[src/rtl/regfile_sb.sv]
// regfile_sb: parametrised multi-port register file with RAW scoreboard.
// NUM_RD combinational read ports, one write-back port, one issue port.
// A per-register busy bit marks destinations that are in flight. busy_cnt
// tracks how many registers are pending. After reset the array is cleared by
// a sweep that covers one register per cycle. Register 0 is hardwired to zero.
// Optional feature: define RF_BYPASS_EN to forward write-back data and busy
// clears to the read ports in the same cycle.
module regfile_sb #(
    parameter int DATA_W = 32,
    parameter int ADDR_W = 5,
    parameter int NUM_RD = 2
) (
    input  logic                       clk,
    input  logic                       rst,
    output logic                       ready,
    input  logic                       we,
    input  logic [ADDR_W-1:0]          addr_w,
    input  logic [DATA_W-1:0]          data_w,
    input  logic                       iss_valid,
    input  logic [ADDR_W-1:0]          iss_addr,
    input  logic [NUM_RD*ADDR_W-1:0]   addr_r,
    output logic [NUM_RD*DATA_W-1:0]   data_r,
    output logic [NUM_RD-1:0]          busy_r,
    output logic [ADDR_W:0]            busy_cnt
);

    localparam int DEPTH = 2 ** ADDR_W;

    typedef enum logic {
        ST_INIT,
        ST_RUN
    } state_t;

    state_t              state_q, state_d;
    logic [ADDR_W-1:0]   ptr_q, ptr_d;
    logic [DEPTH-1:0]    busy_q, busy_d;
    logic [ADDR_W:0]     cnt_q, cnt_d;

    logic [DATA_W-1:0]   mem_q [DEPTH];
    logic                mem_we;
    logic [ADDR_W-1:0]   mem_waddr;
    logic [DATA_W-1:0]   mem_wdata;

    logic                wr_ok, iss_ok, cnt_inc, cnt_dec;

    // Next-state for the sweep FSM, scoreboard and pending count; array write port select.
    always_comb begin
        // NOTE: every signal gets a default first so no path leaves it unassigned (no latches).
        state_d   = state_q;
        ptr_d     = ptr_q;
        busy_d    = busy_q;
        cnt_d     = cnt_q;
        mem_we    = 1'b0;
        mem_waddr = ptr_q;
        mem_wdata = '0;
        wr_ok     = 1'b0;
        iss_ok    = 1'b0;
        cnt_inc   = 1'b0;
        cnt_dec   = 1'b0;

        unique case (state_q)
            ST_INIT: begin
                // Clear one register per cycle; the edge that clears the last one enters RUN.
                mem_we = 1'b1;
                ptr_d  = ptr_q + 1'b1;
                if (ptr_q == ADDR_W'(DEPTH - 1)) begin
                    state_d = ST_RUN;
                end
            end
            ST_RUN: begin
                wr_ok  = we && (addr_w != '0);
                iss_ok = iss_valid && (iss_addr != '0);
                if (wr_ok) begin
                    mem_we    = 1'b1;
                    mem_waddr = addr_w;
                    mem_wdata = data_w;
                    busy_d[addr_w] = 1'b0;
                end
                // Issue is applied after the clear so it wins on a shared address.
                if (iss_ok) begin
                    busy_d[iss_addr] = 1'b1;
                end
                cnt_inc = iss_ok && !busy_q[iss_addr];
                cnt_dec = wr_ok && busy_q[addr_w] && !(iss_ok && (iss_addr == addr_w));
                cnt_d   = cnt_q + {{ADDR_W{1'b0}}, cnt_inc} - {{ADDR_W{1'b0}}, cnt_dec};
            end
            default: ;
        endcase
    end

    // Control state register with synchronous active-low reset.
    always_ff @(posedge clk) begin
        // NOTE: sequential state uses non-blocking assignments so all flops update together.
        if (!rst) begin
            state_q <= ST_INIT;
            ptr_q   <= ADDR_W'(1);
            busy_q  <= '0;
            cnt_q   <= '0;
        end else begin
            state_q <= state_d;
            ptr_q   <= ptr_d;
            busy_q  <= busy_d;
            cnt_q   <= cnt_d;
        end
    end

    // Register array write port, shared by the clear sweep and write-back.
    always_ff @(posedge clk) begin
        // NOTE: the array has no reset branch; it is cleared by the sweep so it maps to plain RAM/flops.
        if (rst && mem_we) begin
            mem_q[mem_waddr] <= mem_wdata;
        end
    end

    // Combinational read ports; outputs forced to zero until the sweep is done.
    always_comb begin
        data_r = '0;
        busy_r = '0;
        for (int k = 0; k < NUM_RD; k++) begin
            logic [ADDR_W-1:0] a;
            a = addr_r[k*ADDR_W +: ADDR_W];
            if (state_q == ST_RUN && a != '0) begin
                data_r[k*DATA_W +: DATA_W] = mem_q[a];
                busy_r[k]                  = busy_q[a];
`ifdef RF_BYPASS_EN
                if (we && addr_w == a) begin
                    data_r[k*DATA_W +: DATA_W] = data_w;
                    busy_r[k]                  = iss_valid && (iss_addr == addr_w);
                end
`endif
            end
        end
    end

    assign ready    = (state_q == ST_RUN);
    assign busy_cnt = cnt_q;

endmodule

[config.mk]
export PLATFORM = sky130hd
export DESIGN_NAME = regfile_sb
export DESIGN_NICKNAME = d
export VERILOG_FILES = /design/src/rtl/regfile_sb.sv
export SDC_FILE = /design/constraint.sdc
export NUM_CORES = 1
export LEC_CHECK = 0
export BUFFER_PORTS_ARGS = -buffer_cell sky130_fd_sc_hd__buf_4
export CELL_PAD_IN_SITES_DETAIL_PLACEMENT = 0
export CELL_PAD_IN_SITES_GLOBAL_PLACEMENT = 1
export CORE_MARGIN = 1
export CORE_UTILIZATION = 35
export DETAILED_ROUTE_END_ITERATION = 10
export PLACE_DENSITY_LB_ADDON = 0.15
export SETUP_SLACK_MARGIN = 0.5
export SLEW_MARGIN = 15
export SYNTH_ARGS = -nofsm -noshare
export SYNTH_HDL_FRONTEND = slang
export SYNTH_SLANG_ARGS = --single-unit
[constraint.sdc]
create_clock -name clk -period 4.3 [get_ports clk]
set_input_delay 0.86 -clock clk [delete_from_list [all_inputs] [get_ports clk]]
set_output_delay 0.86 -clock clk [all_outputs]
set_load 0.1 [all_outputs]
==> results of run 1 <==
==> registers in the layout, indices dropped and copies added, names as in the netlist <==
signal and flops:
busy_cnt 6, busy_q 32, mem_q 1024, ptr_q 5, ready 1
==> layout make-up <==
class / instances / area share, %
flip-flops and latches: 1068 / 52.7
multi-input cells: 1262 / 31.4
repair buffers: 281 / 5.39
clock buffers: 148 / 5.21
well taps: 1903 / 3.97
clock inverters: 76 / 1.25
inverters: 10 / 0.0625
==> report_power, final <==
group,internal (mW),switching (mW),total (mW)
Combinational,0.584,0.742,1.33
Clock,5.86,4.25,10.1
Sequential,11.3,0.0333,11.3
==> cell families after synthesis <==
| group | synth area share (%) |
|---|---|
| AO/OA/AOI/OAI | 3.66 |
| XOR/XNOR | 0.156 |
| adder cells (fa/ha/maj) | 0.237 |
| buffers and inverters | 1.83 |
| flip-flops | 62.5 |
| multiplexers | 29.6 |
| AND/OR/NAND/NOR | 1.98 |
==> worst register-to-register path, delay by kind of cell, from the launching register on <==
family	cells	cell delay, ps
multiplexers	2	960
adder cells (fa/ha/maj)	3	940
AND/OR/NAND/NOR	5	570
flip-flops	1	400
AO/OA/AOI/OAI	2	310
buffers and inverters	2	130
==> synth_stat cells, types with 2 or more instances <==
cell,instances
nor2b_1,11
and2_1,37
o22a_1,66
mux2i_1,280
inv_1,10
a31oi_4,2
or3b_2,2
a21oi_1,5
o211ai_1,28
xor2_1,4
buf_6,2
and3_1,4
nor4b_1,2
a21boi_0,3
ha_1,8
clkbuf_1,108
edfxtp_1,1024
o22ai_1,2
mux2_2,5
nand4_1,7
o311ai_0,2
nand4b_1,3
nand2b_1,11
mux4_2,538
nand2_1,26
dfxtp_1,44
or4b_2,2
buf_2,72
a21oi_2,2
xnor2_1,5
o221ai_1,68
or3_1,2
o21ai_0,37
nand3b_1,5
nand3_1,15
nor2_1,48
a31oi_1,5
buf_1,26
nor3_1,8
o21a_1,4
==> per-layer routing <==
metal	track usage, %	vias up	share of wire (%)
met5	0	-	0
met4	5.84	0	2.2
met3	2.81	174	4.9
met2	37.1	864	51
met1	28.9	15248	42
li1	-	11512	-
==> cells in the final DEF, fill, tap and decap left out, drive strengths merged, types with 12 or more instances in the layout <==
master / instances
edfxtp: 1024
mux4: 538
dfxtp: 44
buf: 275
o211ai: 28
bufinv: 12
o21ai: 38
nor2: 48
clkbuf: 153
nand2: 26
and2: 37
o221ai: 68
o22a: 66
nand3: 15
mux2i: 280
clkinv: 60
==> metrics by stage <==
step / hold slack (ps) / util, %
floorplan: 477 / -
global placement: 493 / 38.9
global route: 353 / 41.8
detailed placement: 513 / 38.9
CTS: 311 / 41.7
finish: 361 / 41.8
==> how the worst max path moves through the flow <==
stage,start,to,depth (start not counted)
final,addr_r[5],data_r[43],8
after global routing,addr_r[5],data_r[63],9
after CTS,addr_r[0],data_r[11],8
after detailed placement,iss_addr[0],busy_cnt[4],15
after global placement,iss_addr[0],busy_cnt[4],15
after floorplan,addr_w[2],mem_q[20][0],8
==> what timing repair did <==
item,4_1_cts,5_1_grt
hold buffers,0,0
endpoints found under the setup margin,30,38
cloned,1,5
setup buffers,0,6
resized for setup,23,15
pin swaps,0,0
==> metrics.yaml, run 1 <==
start_kind: "primary input"
critPathMaxFanout: 26
row_count: 139
timing.final.crit_share_pct: 88.0
ys_types: 55
hold_end: "ptr_q[0]"
critPathBufInv: 4
syn-mean-instance-area_um2: 19.9
maxSlewViolCount: 0
irDropWorstVdd_uv: 313
ys_seq_area_share_pct: 62.5
synthToLayoutAreaGrowth_pct: 18.7
h-tree-depth: 3
top_level_ports: 129
crit_chain: "buf_8, buf_12, buf_16, mux4_2, mux2i_1, o22a_1, o221ai_2, buf_4"
slowest_stage: "mux4_2"
r2r_cells: 14
cts_buffers: 119
multi_input_area_um2: 18900
tns_ps: 0
period_needed_ps: 3780
cts_buffer_depth: 3
nets: 2807
finalSetupViolations: 0
power_density_nw_per_um2: 380
yosysTopAreaCell: "edfxtp_1"
ys_async_sr_fraction_pct: 0
grt_overflow: 0
rsz0062_at_grt: "true"
via_count: 27798
antenna_cells: 0
grt_max_degree: 101
hold_start: "rst"
cts_root_buf: "clkbuf_16"
relSlewSlack_pct: 26.4
firstDrtPassIters: 7
wire_per_inst_um: 33.4
insertion_delay_ps: 760
die_y_um: 382
die_w_um: 382
grt_pass1_vias: 30089
placed_area_um2: 55700
clock_sinks: 1068
status: "finished, final reports clean"
synth_edf_count: 1024
gp_congestion: 0.801
drive_above_1_share_pct: 39.1
start_util_pct: 35.3
hold_viol_final: 0
drc_errors: 0
cellLeakagePower_nw: 18.6
timing.reg2reg.setup_slack_ps: 940
whs_path_depth: 2
dieArea_um2: 146000
synthFlopType: "edfxtp_1"
fillers: 12497
critical_path_class: "in2out"
synth.area.top_cells: "edfxtp_1 61%, mux4_2 24%, mux2i_1 5.5%"
fin_skew_ps: 57.1
final_area_um2: 60000
clkTransAtPathRegs_ps: 60
netlist.area_leader.share_pct: 60.8
syn_area_um2: 50600
critical-path-max-stage-delay_ps: 540
end_kind: "primary output"
dp_worst_setup_slack_ps: 238
tightestPinTransition_ps: 1100
grt_usage_pct: 21.6
antenna_found_initial: 1
port_buffers: 128
rr_endpoint: "busy_cnt[4]"
synth_nets: 2613
core_um2: 143000
cts_tree: "done"
synth_warnings: 0
hold_path.class: "in2reg"
placed_cells: 4512
p_total_mw: 22.8
cp.required_ps: 3440
r2r-start: "busy_q[11]"
wl_mm: 158
antenna_left: 0
worst_slack_ps: 517
critical_path_arrival_ps: 2920
ys_ff_latch: 1068
regArea_um2: 31600
drt_iter0_markers: 2541
fmax_mhz: 264
crit_family: "buffers and inverters"
maxCapViolCount: 0
syn_inst: 2548
routed_via_density: 5.85
hpwl_mm: 88.1
grt_pass1_wl_mm: 225
finalNonFillerCells: 4748
Note: power is estimated with default switching activity, not from simulation.
==> run 2, diff against run 1 <==
==> constraint.sdc (replaced) <==
create_clock -name clk -period 4.3 [get_ports clk]
set_input_delay 0.43 -clock clk [delete_from_list [all_inputs] [get_ports clk]]
set_output_delay 0.43 -clock clk [all_outputs]
set_load 0.1 [all_outputs]
==> run 2 against run 1 <==
Against the previous run:
- clock skew shrank 30 ps
- register-to-register slack is essentially flat
- sequential power is essentially flat
- power grew 1.6%
- die area is the same
- fmax grew 1.4%
- largest cell class unchanged
==> metrics.yaml, run 2 (synthesized netlist as in run 1, its figures left out) <==
worst_slack_ps: 568
insertion_delay_ps: 730
firstDrtPassIters: 5
antenna_left: 0
power_frac_clock_pct: 45.6
timing.final.crit_share_pct: 86.8
cts_buffer_depth: 3
utilization_pct: 41.0
largest_reg_flops: 1024
slowest_stage: "nand3b_1"
hold_viol_final: 0
drive_above_1_share_pct: 37.4
antenna_cells: 0
cts_setup_buffers: 0
relSlewSlack_pct: 13.7
critical_path_class: "reg2out"
hold_path.class: "in2reg"
power_density_nw_per_um2: 393
final_area_um2: 58900
regArea_um2: 31600
grt_usage_pct: 22.9
core_um2: 143000
grt_max_degree: 120
cts_root_buf: "clkbuf_16"
cp.required_ps: 3870
grt_pass1_vias: 30211
end_kind: "primary output"
layout_common_cells: "1024 x edfxtp_1, 538 x mux4_2, 280 x mux2i_1"
maxSlewViolCount: 0
cp_common_cell: "buf_4"
tns_ps: 0
wl_mm: 167
dp_worst_setup_slack_ps: 509
multi_input_area_um2: 18400
wire_per_inst_um: 35.4
period_needed_ps: 3730
intPower_mw: 18.1
grt_overflow: 0
start_util_pct: 35.3
hpwl_mm: 97.0
irDropWorstVdd_uv: 331
fin_skew_ps: 27.6
synthToLayoutAreaGrowth_pct: 16.4
power_frac_seq_pct: 49.0
cts_hold_buffers: 0
cellLeakagePower_nw: 18.2
gp_congestion: 0.869
antenna_found_initial: 7
status: "finished, final reports clean"
largest-register: "mem_q"
critical-path-max-stage-delay_ps: 660
port_buffers: 128
critical_path_arrival_ps: 3300
drt_iter0_markers: 2655
tightestPinTransition_ps: 1290
h-tree-depth: 3
maxCapViolCount: 0
clkTransAtPathRegs_ps: 60
clock_sinks: 1068
via_count: 28354
cts_tree: "done"
cts_buffers: 118
p_switching_mw: 5.04
top_level_ports: 129
fillers: 12604
die_w_um: 382
crit_chain: "nand3b_1, buf_4, o221ai_2, buf_4"
layout_commonest_cell: "edfxtp_1"
rsz0062_at_grt: "false"
placed_area_um2: 54900
start_kind: "register"
power_frac_comb_pct: 5.4
grt_pass1_wl_mm: 236
row_count: 139
switching_share_pct: 21.8
holdWs_ps: 88.9
finalSetupViolations: 0
die_y_um: 382
critPathMaxFanout: 16
fmax_mhz: 268
nets: 2776
dieArea_um2: 146000
routed_via_density: 6.02
drc_errors: 0
## run 2: metal layers
layer | global-route usage (%) | vias to the layer above | routed length [µm] | part of all wire (%)
li1 | - | 11427 | - | -
met1 | 31.8 | 15748 | 71600 | 43
met2 | 37.8 | 962 | 81700 | 49
met3 | 2.98 | 215 | 9020 | 5.4
met4 | 6.27 | 2 | 4390 | 2.6
met5 | 0 | - | 14 | 0.0084
## run 2: final timing paths
check / cells past startpoint / slack, ps / end / start
setup reg to reg: 5 / 940 / mem_q[13][6] / ready
setup / recovery: 4 / 570 / data_r[34] / ready
hold reg to reg: 2 / 520 / busy_cnt[5] / busy_cnt[5]
hold / removal: 3 / 90 / busy_q[23] / iss_addr[0]
## run 2: final cells by class
class | instances | share of cell area (%)
sequential | 1068 | 53.7
clock inverter | 75 | 1.45
multi-input combinational | 1262 | 31.3
timing repair buffer | 251 | 4.08
clock buffer | 144 | 5.35
tap | 1903 | 4.04
inverter | 10 | 0.0637
## run 2: repair_timing
item / in CTS / in global routing
resized for setup: 3 / 0
endpoints found under the setup margin: 66 / 0
endpoints found under the hold margin: 0 / 0
## run 2: through the flow
step	cells	total power, mW
final	4713	23.1
after global routing	4713	23.8
after CTS	4713	23.4
after detailed placement	4494	12.8
after global placement	4494	12.8
after floorplan	2548	12.4
## run 2: power groups by stage
stage,combinational (mW),sequential [mW],clock [mW]
after floorplan,0.843,11.6,0
after global placement,1.27,11.6,0
after detailed placement,1.27,11.6,0
after CTS,1.27,11.3,10.7
after global routing,1.32,11.4,11.1
final,1.25,11.3,10.5
## run 2: critical path: cells and delay by family (launching register included)
kind	cells	cell delay [ps]
AO/OA/AOI/OAI	1	450
buffers and inverters	2	890
AND/OR/NAND/NOR	1	660
flip-flops	1	560
